===== config.mk =====
export PLATFORM = sky130hd
export DESIGN_NAME = mux2_rr_arbiter
export DESIGN_NICKNAME = d
export VERILOG_FILES = /design/src/rtl/mux_arb_pkg.sv /design/src/rtl/mux_arb_hold_cnt.sv /design/src/rtl/mux2_rr_arbiter.sv
export SDC_FILE = /design/constraint.sdc
export NUM_CORES = 1
export LEC_CHECK = 0
export CAP_MARGIN = 20
export CORE_UTILIZATION = 40
export CTS_BUF_LIST = sky130_fd_sc_hd__clkbuf_8 sky130_fd_sc_hd__clkbuf_16
export CTS_CLUSTER_SIZE = 20
export DETAILED_ROUTE_END_ITERATION = 6
export GPL_TIMING_DRIVEN = 0
export MAX_ROUTING_LAYER = met4
export PLACE_DENSITY = 0.68
export SLEW_MARGIN = 30
export SYNTH_ARGS = -nofsm -noshare
export SYNTH_HDL_FRONTEND = slang
export SYNTH_SLANG_ARGS = --single-unit

===== constraint.sdc =====
create_clock -name clk -period 3.3 [get_ports clk]
set_clock_uncertainty 0.1 [all_clocks]
set_input_delay 0.66 -clock clk [delete_from_list [all_inputs] [get_ports clk]]
set_output_delay 0.66 -clock clk [all_outputs]
set_load 0.05 [all_outputs]

===== src/rtl/mux_arb_pkg.sv =====
// Shared encodings for the 2:1 mux round-robin arbiter: FSM states and mux select values.
package mux_arb_pkg;

  typedef enum logic [1:0] {
    IDLE    = 2'd0,
    GRANT_A = 2'd1,
    GRANT_B = 2'd2
  } state_e;

  localparam logic SEL_A = 1'b0;
  localparam logic SEL_B = 1'b1;

endpackage : mux_arb_pkg


===== src/rtl/mux_arb_hold_cnt.sv =====
// Saturating hold counter: counts consecutive grant cycles of the current owner, flags MAX_HOLD-1.
module mux_arb_hold_cnt #(
  parameter int MAX_HOLD = 4
) (
  input  logic clk,
  input  logic rst,
  input  logic clear,
  input  logic inc,
  output logic at_max
);

  localparam int CW = (MAX_HOLD > 1) ? $clog2(MAX_HOLD) : 1;
  localparam logic [CW-1:0] CNT_MAX = CW'(MAX_HOLD - 1);
  localparam logic [CW-1:0] CNT_ONE = CW'(1);

  logic [CW-1:0] cnt_r;

  // Count register: clear wins over increment, increment stops at CNT_MAX.
  always_ff @(posedge clk) begin
    if (rst) begin
      cnt_r <= '0;
    end else if (clear) begin
      cnt_r <= '0;
    end else if (inc && (cnt_r != CNT_MAX)) begin
      cnt_r <= cnt_r + CNT_ONE;
    end else begin
      cnt_r <= cnt_r;
    end
  end

  assign at_max = (cnt_r == CNT_MAX);

endmodule : mux_arb_hold_cnt


===== src/rtl/mux2_rr_arbiter.sv =====
// Round-robin arbiter for a shared 2:1 mux: grants one requester, drives sel, registers y/y_valid.
module mux2_rr_arbiter
  import mux_arb_pkg::*;
#(
  parameter int W        = 2,
  parameter int MAX_HOLD = 4
) (
  input  logic         clk,
  input  logic         rst,
  input  logic         req_a,
  input  logic         req_b,
  input  logic [W-1:0] data_a,
  input  logic [W-1:0] data_b,
  output logic         grant_a,
  output logic         grant_b,
  output logic         sel,
  output logic [W-1:0] y,
  output logic         y_valid
);

  state_e state_r;
  state_e state_nxt_s;
  logic   last_r;
  logic   at_max_s;
  logic   cnt_clear_s;
  logic   cnt_inc_s;

  mux_arb_hold_cnt #(
    .MAX_HOLD (MAX_HOLD)
  ) u_hold_cnt (
    .clk    (clk),
    .rst    (rst),
    .clear  (cnt_clear_s),
    .inc    (cnt_inc_s),
    .at_max (at_max_s)
  );

  // Next-state logic; a waiting contender takes over once the owner reaches its hold limit.
  always_comb begin
    state_nxt_s = state_r;
    case (state_r)
      IDLE: begin
        if (req_a && req_b) begin
          state_nxt_s = (last_r == SEL_A) ? GRANT_B : GRANT_A;
        end else if (req_a) begin
          state_nxt_s = GRANT_A;
        end else if (req_b) begin
          state_nxt_s = GRANT_B;
        end else begin
          state_nxt_s = IDLE;
        end
      end
      GRANT_A: begin
        if (!req_a) begin
          state_nxt_s = req_b ? GRANT_B : IDLE;
        end else if (req_b && at_max_s) begin
          state_nxt_s = GRANT_B;
        end else begin
          state_nxt_s = GRANT_A;
        end
      end
      GRANT_B: begin
        if (!req_b) begin
          state_nxt_s = req_a ? GRANT_A : IDLE;
        end else if (req_a && at_max_s) begin
          state_nxt_s = GRANT_A;
        end else begin
          state_nxt_s = GRANT_B;
        end
      end
      default: begin
        state_nxt_s = IDLE;
      end
    endcase
  end

  // Hold counter control: restart on a new grant, advance while the same owner keeps the mux.
  always_comb begin
    cnt_clear_s = 1'b0;
    cnt_inc_s   = 1'b0;
    if (state_nxt_s != IDLE) begin
      cnt_clear_s = (state_nxt_s != state_r);
      cnt_inc_s   = (state_nxt_s == state_r);
    end else begin
      cnt_clear_s = 1'b0;
      cnt_inc_s   = 1'b0;
    end
  end

  // State, last-grantee, grant and select registers; sel keeps its value through IDLE.
  always_ff @(posedge clk) begin
    if (rst) begin
      state_r <= IDLE;
      last_r  <= SEL_B;
      grant_a <= 1'b0;
      grant_b <= 1'b0;
      sel     <= SEL_A;
    end else begin
      state_r <= state_nxt_s;
      grant_a <= (state_nxt_s == GRANT_A);
      grant_b <= (state_nxt_s == GRANT_B);
      if (state_nxt_s == GRANT_A) begin
        sel <= SEL_A;
      end else if (state_nxt_s == GRANT_B) begin
        sel <= SEL_B;
      end else begin
        sel <= sel;
      end
      if (cnt_clear_s) begin
        last_r <= (state_nxt_s == GRANT_B) ? SEL_B : SEL_A;
      end else begin
        last_r <= last_r;
      end
    end
  end

  // Data path: capture the granted input one cycle after the grant; y holds when idle.
  always_ff @(posedge clk) begin
    if (rst) begin
      y       <= '0;
      y_valid <= 1'b0;
    end else if (state_r != IDLE) begin
      y       <= (state_r == GRANT_B) ? data_b : data_a;
      y_valid <= 1'b1;
    end else begin
      y       <= y;
      y_valid <= 1'b0;
    end
  end

endmodule : mux2_rr_arbiter


* Word level (Yosys, flattened, before mapping)
Index checks and enable logic that the tools add are counted.
Storage, ports and cells: input bits 8, register bits after elaboration 11, logic and storage cells 41, output and inout bits 6
Operators by class: multiplexer cells 15, reductions and logical operators 9, $add $sub $neg 1, eq/ne operators 8
Operator list (number):
- 2-bit two-way mux | 9
- 2-bit == test, second input constant | 3
- 2-bit one-hot mux with 3 select lines | 1
- 1-bit two-way mux | 5
- 2-bit by 1-bit == test with 1-bit output, second input constant | 2
- 1-bit logical AND | 4
- 2-bit nonzero test | 2
- 2-bit OR reduction | 2
- 2-bit by 1-bit adder with 2-bit output, second input constant | 1
- 2-bit == test | 1
- 2-bit logical NOT | 1
- 2-bit inequality test | 1
- 2-bit inequality test, second input constant | 1

* Depth between registers and ports, before layout
word-level depth 8, mapped depth 5, gate-level depth less buffers 5

* Cells and area by module
A second synthesis with hierarchy kept.
Unflattened totals: cells, all modules 56, area, all modules 535.5 um2
By module, submodules not included:
- mux2_rr_arbiter | cells each 48, area an instance 430.4 um2, times used 1, seq. area each 180.2 um2
- mux_arb_hold_cnt | cells each 8, area an instance 105.1 um2, times used 1, seq. area each 40.0 um2

* Worst setup path before layout
No wires, ideal clock.
path type input-to-reg, start point in req_b, end point reg u_hold_cnt.cnt_r[1], data arrival time 1.288 ns, required time 3.065 ns, buffers on the path 0, slack 1.776 ns, stages 4, setup time 0.135 ns, path through nor4bb_2 -> a41oi_2 -> mux2i_1 -> nor4_2
Between the ends: longest elaborated chain between the ends 7, elaborated cells on any way between the ends 16, classes of those cells 2 x eq/ne; 9 x mux; 5 x reduce/logical
Ends and longest elaborated chain:
- start: declaration | RTL line mux2_rr_arbiter.sv:11 | input logic req_b,
- 2-bit two-way mux / 1-bit logical AND (equally long branches) | RTL line mux2_rr_arbiter.sv:47, mux2_rr_arbiter.sv:55, mux2_rr_arbiter.sv:56
- 2-bit two-way mux, on equally long branches | RTL line mux2_rr_arbiter.sv:45, mux2_rr_arbiter.sv:56
- 2-bit two-way mux, on equally long branches | RTL line mux2_rr_arbiter.sv:43, mux2_rr_arbiter.sv:54
- 2-bit one-hot mux with 3 select lines (*) | RTL line mux2_rr_arbiter.sv:41 | case (state_r)
- 2-bit inequality test (tied with other cells) | RTL line mux2_rr_arbiter.sv:82 | cnt_clear_s = (state_nxt_s != state_r);
- 1-bit two-way mux | RTL line mux2_rr_arbiter.sv:81 | if (state_nxt_s != IDLE) begin
- 2-bit OR reduction (no line) / 1-bit logical AND (equally long branches)
- end signal: assignment | RTL line mux_arb_hold_cnt.sv:25 | cnt_r <= cnt_r + CNT_ONE;
- end signal: assignment | RTL line mux_arb_hold_cnt.sv:27 | cnt_r <= cnt_r;
- end: declaration | RTL line mux_arb_hold_cnt.sv:16 | logic [CW-1:0] cnt_r;
Mark *: on every way between the ends. The rest lies on a longest branch, timed or not. A chain may end at the register's enable or synchronous reset.

* Worst setup path after layout
start point reg sel, end point out sel
RTL lines:
- start: declaration | RTL line mux2_rr_arbiter.sv:16 | output logic sel,
- start signal: assignment | RTL line mux2_rr_arbiter.sv:107 | sel <= sel;
No word-level cell between the ends.

==> results.sh <==
export IMPL_status="complete, no violations"
export IMPL_syn_num_nets=66
export IMPL_core_region_area_um2=1190
export IMPL_dieArea_um2=1520
export IMPL_final_cells=88
export IMPL_hold_violations=0
export IMPL_hold_class="flop to flop"
export IMPL_grt_pass1_wl_mm=1.81
export IMPL_critPathMaxFanout=2
export IMPL_drc=0
export IMPL_cp_start_kind="flop"
export IMPL_wl_per_cell_um=11.9
export IMPL_setup_ws_ps=1160
export IMPL_critical_path_buf_inv_count=1
export IMPL_clock_root_buffer="clkbuf_8"
export IMPL_yosys_cell_types_count=25
export IMPL_maxCapViolCount=0
export IMPL_start_util_pct=46.0
export IMPL_place_hpwl_um=738
export IMPL_io_buffers=13
export IMPL_first_pass_iters=4
export IMPL_ir_drop_mv=0.367
export IMPL_cts_made_buffers=3
export IMPL_synthFlopType="dfxtp_1"
export IMPL_gp_congestion=0.692
export IMPL_rsz0062_at_grt="false"
export IMPL_finalSetupViolCount=0
export IMPL_yosysTopAreaCellShare_pct=40.4
export IMPL_r2r_cells=5
export IMPL_syn_to_final_growth_pct=35.3
export IMPL_yosys_top_cells_area="dfxtp_1 40%, mux2i_1 7.3%, nor2_1 5.5%"
export IMPL_num_vias=471
export IMPL_path_clk_slew_ps=50
export IMPL_reg2reg_from="u_hold_cnt.cnt_r[0]"
export IMPL_grt_pass1_vias=407
export IMPL_antenna_cells=0
export IMPL_detail_route_vias_per_cell=5.35
export IMPL_regToRegSetupSlack_ps=1650
export IMPL_timing_final_crit_share_pct=65.0
export IMPL_yosysMostFrequentCell="dfxtp_1"
export IMPL_clk_path_buf_depth=2
export IMPL_cellLeakagePower_nw=0.287
export IMPL_syn_area_um2=546
export IMPL_postLayoutCoreUtil_pct=62.2
export IMPL_min_delay_path_depth=2
export IMPL_antenna_found_initial=0
export IMPL_grt_usage_pct=19.5
export IMPL_maxSlewViolCount=0
export IMPL_synthTopCellsByCount="11 x dfxtp_1, 8 x nor2_1, 4 x a21oi_1, 4 x mux2i_1"
export IMPL_yosys_warnings=0
export IMPL_syn_avg_cell_area_um2=9.57
export IMPL_clock_sinks=11
export IMPL_nNetsFinal=84
export IMPL_dpl_worst_slack_ps=1120
export IMPL_min_to="sel"
export IMPL_ys_seq_elements=11
export IMPL_hold_worst_slack_ps=379
export IMPL_post_route_min_period_ps=2140
export IMPL_worstSetupEndpointType="primary output"
export IMPL_holdCritStartpoint="sel"
export IMPL_synth_largest_area_cell="dfxtp_1"
export IMPL_async_reset_ff_share_pct=0
export IMPL_htree_levels=1
export IMPL_grt_ovfl_total=0
export IMPL_layout_drive_gt1_share_pct=20.3
export IMPL_placed_cells=84
export IMPL_first_iter_violations=5
export IMPL_crit_family="buffers and inverters"
export IMPL_hold_buffers=0
export IMPL_clkLatencyLatePin_ps=240
export IMPL_relSlewSlack_pct=66.6
export IMPL_wirelength_mm=1.05
export IMPL_ys_seq_area_share_pct=40.4
export IMPL_power_density_nw_per_um2=483
export IMPL_synthCells=57
export IMPL_cts_setup_buffers=0
export IMPL_rows=12
export IMPL_cts_tree="built"
export IMPL_cp_slowest_cell="clkdlybuf4s50_1"
export IMPL_die_w_um=38.9
export IMPL_tightest_slew_ps=500
export IMPL_cp_cell_sequence="clkdlybuf4s50_1"
export IMPL_crit_arrival_ps=1380
export IMPL_synth_edff_count=0
export IMPL_ctsResizeCount=0
export IMPL_fillers=107
export IMPL_fmax_mhz=466
export IMPL_setup_tns_ps=0
export IMPL_timing_rr_end="sel"
export IMPL_slowest_delay_ps=810
export IMPL_path_class="flop to primary output"
export IMPL_pin_count=14
export IMPL_grt_max_degree=11
export IMPL_worstPathRequired_ps=2540
export IMPL_ant_nets=0
export IMPL_die_y_um=38.9
cell type report:
| cell class | count | area (µm²) | share of cell area [%] |
|---|---|---|---|
| plain buffers | 3 | 16.3 | 2.20 |
| clock buffers | 3 | 41.3 | 5.59 |
| clock inverters | 1 | 3.75 | 0.508 |
| inverters | 4 | 15.0 | 2.03 |
| multi-input cells | 39 | 294 | 39.8 |
| flip-flops and latches | 11 | 220 | 29.8 |
| well taps | 14 | 17.5 | 2.37 |
| repair buffers | 13 | 130 | 17.6 |
flip-flops by register name, indices dropped and copies added, names as in the netlist:
| name | cells |
|---|---|
| y_valid | 1 |
| sel | 1 |
| state_r | 2 |
| grant_a | 1 |
| grant_b | 1 |
| y | 2 |
| last_r | 1 |
| u_hold_cnt.cnt_r | 2 |
metrics by stage:
stage                     area, µm²  power, W
after global routing            738  0.000374
after floorplan                 546  0.000200
after CTS                       738  0.000359
after global placement          693  0.000225
after detailed placement        693  0.000226
final                           738  0.000356
layer usage:
metal  GRT usage [%]  routed length, µm  up-vias
met3            6.94                 85        4
met2            22.5                429       22
met5               -                  0        -
met1            26.2                496      214
met4            15.5                 41        0
li1                -                  -      231
worst register-to-register path: stages (launching register included):
cell and delay (ps):
dfxtp_1 350, ha_1 310, mux2_4 340, a21oi_2 130, o211ai_2 120, a211oi_2 220
power breakdown:
part	internal (W)	switching [W]	leakage [nW]
clock network	0.0000817	0.0000508	0.0269
registers	0.000142	0.00000506	0.0905
logic	0.0000325	0.0000446	0.170
total	0.000256	0.000100	0.287
worst max path at each step:
stage,depth (start not counted),slack [ps],startpoint,endpoint
final,1,1160,sel,sel
after global routing,1,1110,y[0],y[0]
after CTS,1,1150,sel,sel
after detailed placement,5,1120,req_b,u_hold_cnt.cnt_r[1]
after global placement,5,1130,req_b,u_hold_cnt.cnt_r[1]
after floorplan,4,1780,req_b,u_hold_cnt.cnt_r[1]
cell families (layout without fill, tap and decap cells):
kind of cell / count (synthesis) / count (layout) / share of synthesized area (%)
and+or+nand+nor: 18 / 18 / 19.7
DFF: 11 / 11 / 40.4
adders and majority gates: 1 / 1 / 2.29
muxes: 5 / 5 / 10.1
xor gates and xnor gates: 1 / 1 / 1.61
AOI/OAI and AO/OA: 14 / 14 / 20.2
buffers and inverters: 7 / 24 / 5.73
cells in the final DEF (no fill, tap or decap), drive strengths merged:
cell type      instances
clkdlybuf4s50         13
nor2b                  2
xor2                   1
inv                    5
nor4                   2
nor4bb                 1
nand2b                 2
nand2                  3
a211oi                 1
clkbuf                 4
buf                    2
mux2i                  4
ha                     1
a21oi                  6
mux2                   1
dfxtp                 11
a31oi                  1
a41oi                  1
a21o                   1
o211ai                 2
nor2                   8
o21ai                  2
Power figures use the tool's default switching activity.
